--- config.mk ---
export PLATFORM = sky130hd
export DESIGN_NAME = prom_buffer_arbiter
export DESIGN_NICKNAME = d
export VERILOG_FILES = /design/src/rtl/prom_buffer_arbiter_pkg.sv /design/src/rtl/prom_buffer_arbiter.sv
export SDC_FILE = /design/constraint.sdc
export NUM_CORES = 1
export LEC_CHECK = 0
export CAP_MARGIN = 20
export CORE_MARGIN = 3
export CORE_UTILIZATION = 43
export DETAILED_ROUTE_END_ITERATION = 8
export GPL_TIMING_DRIVEN = 1
export PLACE_DENSITY = 0.83
export SYNTH_ARGS = -nofsm -noshare
export SYNTH_HDL_FRONTEND = slang
export SYNTH_SLANG_ARGS = --single-unit
--- constraint.sdc ---
create_clock -name clk -period 4.87 [get_ports clk]
set_clock_uncertainty 0.1 [all_clocks]
set_input_delay 0.7305 -clock clk [delete_from_list [all_inputs] [get_ports clk]]
set_output_delay 0.7305 -clock clk [all_outputs]
set_load 0.01 [all_outputs]
--- src/rtl/prom_buffer_arbiter_pkg.sv ---
// Shared definitions for the PROM buffer arbiter: default buffer geometry
// and the read-ownership tag that routes returning RAM data to its requester.
package prom_buffer_arbiter_pkg;

  localparam int PROM_DW = 16;
  localparam int PROM_AW = 10;

  typedef enum logic [1:0] {
    TAG_NONE = 2'd0,
    TAG_ENG  = 2'd1,
    TAG_HOST = 2'd2
  } rd_tag_e;

endpackage

--- src/rtl/prom_buffer_arbiter.sv ---
// Arbitrates a single-port buffer RAM between the engine (read/write) and the
// host (read-only); the engine wins conflicts until the host has starved STARVE_MAX times.
module prom_buffer_arbiter
  import prom_buffer_arbiter_pkg::*;
#(
  parameter int DW         = PROM_DW,
  parameter int AW         = PROM_AW,
  parameter int STARVE_MAX = 4
) (
  input  logic          clk,
  input  logic          reset_n,
  input  logic          ce,
  input  logic          eng_req,
  input  logic          eng_wr,
  input  logic [AW-1:0] eng_addr,
  input  logic [DW-1:0] eng_wdata,
  output logic          eng_gnt,
  output logic [DW-1:0] eng_rdata,
  output logic          eng_rvalid,
  input  logic          host_req,
  input  logic [AW-1:0] host_addr,
  output logic          host_gnt,
  output logic [DW-1:0] host_rdata,
  output logic          host_rvalid,
  output logic          ram_en,
  output logic          ram_we,
  output logic [AW-1:0] ram_addr,
  output logic [DW-1:0] ram_wdata,
  input  logic [DW-1:0] ram_rdata,
  output logic [15:0]   conflict_cnt
);

  localparam int SW = (STARVE_MAX < 1) ? 1 : $clog2(STARVE_MAX + 1);
  localparam logic [SW-1:0] STARVE_LIM = SW'(STARVE_MAX);

  rd_tag_e       tag_reg, tag_next;
  logic [SW-1:0] starve_cnt_reg, starve_cnt_next;
  logic [15:0]   conflict_cnt_reg, conflict_cnt_next;
  logic [DW-1:0] eng_rdata_reg, host_rdata_reg;
  logic          conflict, host_force;

  always_comb begin
    conflict          = eng_req & host_req;
    host_force        = (starve_cnt_reg == STARVE_LIM);
    eng_gnt           = ce & eng_req & ~(host_req & host_force);
    host_gnt          = ce & host_req & (~eng_req | host_force);
    ram_en            = eng_gnt | host_gnt;
    ram_we            = eng_gnt & eng_wr;
    ram_addr          = '0;
    ram_wdata         = '0;
    tag_next          = TAG_NONE;
    starve_cnt_next   = starve_cnt_reg;
    conflict_cnt_next = conflict_cnt_reg;

    if (eng_gnt) begin
      ram_addr  = eng_addr;
      ram_wdata = eng_wdata;
      if (!eng_wr) tag_next = TAG_ENG;
    end else if (host_gnt) begin
      ram_addr = host_addr;
      tag_next = TAG_HOST;
    end

    if (host_gnt)
      starve_cnt_next = '0;
    else if (conflict && eng_gnt)
      starve_cnt_next = starve_cnt_reg + 1'b1;

    if (conflict && (conflict_cnt_reg != 16'hFFFF))
      conflict_cnt_next = conflict_cnt_reg + 16'd1;
  end

  // Returning data is valid while the tag is live in a ce-high cycle; the RAM
  // is not enabled while ce is low, so its output stays intact until then.
  assign eng_rvalid  = ce & (tag_reg == TAG_ENG);
  assign host_rvalid = ce & (tag_reg == TAG_HOST);
  assign eng_rdata   = eng_rvalid  ? ram_rdata : eng_rdata_reg;
  assign host_rdata  = host_rvalid ? ram_rdata : host_rdata_reg;
  assign conflict_cnt = conflict_cnt_reg;

  always_ff @(posedge clk or negedge reset_n) begin
    if (!reset_n) begin
      tag_reg          <= TAG_NONE;
      starve_cnt_reg   <= '0;
      conflict_cnt_reg <= '0;
      eng_rdata_reg    <= '0;
      host_rdata_reg   <= '0;
    end else if (ce) begin
      tag_reg          <= tag_next;
      starve_cnt_reg   <= starve_cnt_next;
      conflict_cnt_reg <= conflict_cnt_next;
      if (eng_rvalid)  eng_rdata_reg  <= ram_rdata;
      if (host_rvalid) host_rdata_reg <= ram_rdata;
    end
  end

endmodule

==> flow_summary_export.csv <==
group,metric,value,unit
synthesis,ys_types,37,
grt,grt_util_all_layers,0.205,
cells_and_area,filler_cell_count,442,
floorplan,die_x,84.5,um
timing,rsz0062_at_grt,"no",
worst_setup_path,slowest_stage,"clkinv_1",
worst_setup_path,critPathTopFamily,"buffers and inverters",
synthesis,synth.most_common_cell,"nand2_1",
clocking,clk_path_buf_depth,2,
route,drt_iter0_markers,116,
hold_path,holdCritPathClass,"reg2reg",
timing,hold_violations,0,
timing,final_max_slew_viol_count,0,
timing,tns,0,ns
clocking,cts-resized-gates,0,
clocking,path_clk_slew,0.10,ns
placement,dpl.hpwl,5610,um
placement,gp_congestion,0.797,
synthesis,synth_commonest_cells,"135 x nand2_1, 53 x dfrtp_1, 18 x and2_1",
floorplan,pin_count,138,
timing,layout_min_cycle_time,3.90,ns
synthesis,syn_nets,360,
clocking,cts_tree,"built",
route,antenna_left,0,
clocking,post_cts_buffers,0,
run_status,status,"finished clean",
worst_setup_path,worst_setup_path_end_kind,"primary output",
floorplan,die_h,84.5,um
cells_and_area,antenna-diode-count,0,
grt,grt_max_degree,54,
pwr,vdd_drop_max,0.268,mV
floorplan,coreArea,0.00574,mm^2
synthesis,muxShareOfSynthArea,0.0127,
synthesis,avgSynthCellArea,8.87,um^2
cells_and_area,final_util,0.727,
timing,slew-limit-headroom,0.561,
route,dr.pass1.iters,4,
synthesis,yosys.area_share.simple,0.309,
synthesis,ys_async_sr_fraction,1.00,
synthesis,synth_edf_count,0,
synthesis,synth_compound_area_frac,0.0830,
synthesis,synth_warnings,0,
grt,met2_usage,0.356,
clocking,cts.sinks,53,
timing,finalSetupViolCount,0,
synthesis,synth_xor_xnor_area_share,0.0462,
clocking,cts_buffers,5,
route,post_drt_wl_per_cell,14.1,um
worst_setup_path,worst-setup-path-type,"in2out",
timing,hold_ws,0.377,ns
synthesis,synth_ff_type,"dfrtp_1",
synthesis,ys_ff_latch,53,
floorplan,dieArea,0.00715,mm^2
cells_and_area,drive_gt1_frac,0.0572,
floorplan,start_util,0.462,
clocking,root_buffer,"clkbuf_8",
grt,globalRouteMet1Util,0.254,
route,wl,7200,um
timing,post-route-period-util,0.800,
route,via_per_inst,4.80,
route,drc,0,
worst_setup_path,worstPathArrival,3.07,ns
synthesis,ys_seq_area_frac,0.500,
worst_setup_path,max_stage_delay,0.56,ns
placement,portBuffers,137,
synthesis,synth_top_family_by_area,"simple AND/OR/NAND/NOR gates",
clocking,h-tree-depth,2,
grt,gr-total-overflow,0,
clocking,cts_hold_buffers,0,
cells_and_area,final_nets,497,
grt,grt_first_pass_wirelength,12000,um
worst_setup_path,critPathMaxFanout,17,
synthesis,syn_inst,299,
synthesis,synthAdderAreaFrac,0.0142,
worst_setup_path,path_cells,"clkdlybuf4s50_1 -> nand3b_2 -> clkinv_1 -> nand2_1 -> nand2_1 -> clkdlybuf4s50_1",
grt,use_met3,0.0599,
pwr,powerDensity,370,mW/mm^2
worst_setup_path,cp-start-kind,"input pin",
pwr,power.leakage,1.99,nW
grt,grt_antenna_before_repair,0,
grt,grt_pass1_vias,2484,
timing,max_clock_freq,257,MHz
flow_run,maxCapViolations,0,
synthesis,synthTopCellsByArea,"dfrtp_1 50%, nand2_1 19%, xnor2_1 4.3%, and2_1 4.2%, a22o_1 3.6%",
synthesis,synthesis.area,0.00265,mm^2
floorplan,num_rows,27,
synthesis,synth_top_area_frac,0.500,
clocking,clk_latency,0.31,ns
route,vias,2444,
worst_setup_path,crit_buf_inv,3,
synthesis,yosysTopAreaCell,"dfrtp_1",
grt,top_usage_layer,"met2",
timing,tightest_slew,0.659,ns
cells_and_area,syn2layout_area_growth,57.4,%
worst_setup_path,cp.required,4.04,ns
cell type report:
| type | instances | area [um^2] | area share |
|---|---|---|---|
| clock buffer | 5 | 68.8 | 0.0165 |
| clock inverter | 3 | 26.3 | 0.00629 |
| inverter | 7 | 26.3 | 0.00629 |
| multi-input combinational | 228 | 1240 | 0.297 |
| sequential | 53 | 1330 | 0.318 |
| tap | 72 | 90.1 | 0.0216 |
| timing repair buffer | 141 | 1400 | 0.334 |
cell usage in the layout (no fill, tap or decap), types with 2 or more instances in the layout:
| cell type | netlist | routed |
|---|---|---|
| clkinvlp_4 | 0 | 2 |
| xnor2_1 | 13 | 13 |
| and3_1 | 3 | 3 |
| inv_1 | 5 | 5 |
| dfrtp_1 | 53 | 53 |
| a22o_1 | 11 | 11 |
| nor2_1 | 5 | 5 |
| o21ai_0 | 3 | 3 |
| buf_4 | 3 | 4 |
| o211ai_1 | 2 | 2 |
| clkinv_1 | 2 | 2 |
| mux2_2 | 2 | 2 |
| o2111ai_1 | 5 | 5 |
| and2_1 | 18 | 18 |
| and4_1 | 2 | 2 |
| nand4_1 | 5 | 5 |
| clkdlybuf4s50_1 | 0 | 136 |
| ha_1 | 3 | 3 |
| clkbuf_8 | 0 | 5 |
| nand3_1 | 4 | 4 |
| nand2_1 | 135 | 135 |
| a21oi_1 | 2 | 2 |
per-stage QoR:
stage | worst slack, ns | instance area, um^2 | instances | power, mW
floorplan | 2.37 | 2650 | 299 | 0.919
global route | 0.710 | 4180 | 509 | 1.66
finish | 0.972 | 4180 | 509 | 1.55
detailed placement | 0.982 | 4080 | 501 | 1.30
global placement | 0.995 | 4080 | 501 | 1.28
CTS | 0.975 | 4180 | 509 | 1.56
cells by family (layout without fill, tap and decap cells):
kind of cell	Yosys count	count (layout)
compound gates	27	27
fa+ha+maj	3	3
buf+inv	18	156
mux	3	3
simple gates	181	181
flops	53	53
xor+xnor	14	14
power breakdown:
part / leakage, nW / total [mW] / switching, mW / internal (mW)
combinational: 1.27 / 0.660 / 0.297 / 0.363
sequential: 0.680 / 0.628 / 0.0655 / 0.562
clock: 0.0423 / 0.258 / 0.154 / 0.105
final timing paths:
kind	cells past startpoint	slack, ns	to	start
max	6	0.97	eng_rdata[8]	ce
min	2	0.38	host_rdata_reg[14]$_DFFE_PN0P_	host_rdata_reg[14]$_DFFE_PN0P_
max reg2reg	4	3.01	eng_rdata_reg[6]$_DFFE_PN0P_	tag_reg[0]$_DFFE_PN0P_
min reg2reg	2	0.38	host_rdata_reg[14]$_DFFE_PN0P_	host_rdata_reg[14]$_DFFE_PN0P_
max in group asynchronous	2	3.79	host_rdata_reg[10]$_DFFE_PN0P_	reset_n
min in group asynchronous	2	0.43	host_rdata_reg[8]$_DFFE_PN0P_	reset_n
worst min-delay path, cell delays in order (launching register included):
cell,delay (ns)
dfrtp_1,0.33
nand2_1,0.06
nand2_1,0.06
routing by layer:
metal / up-vias / wire length, um
li1: 1247 / -
met1: 1100 / 3000
met2: 91 / 3600
met3: 6 / 550
met4: 0 / 46
met5: - / 0
No activity file was read; power rests on OpenSTA's default activity.
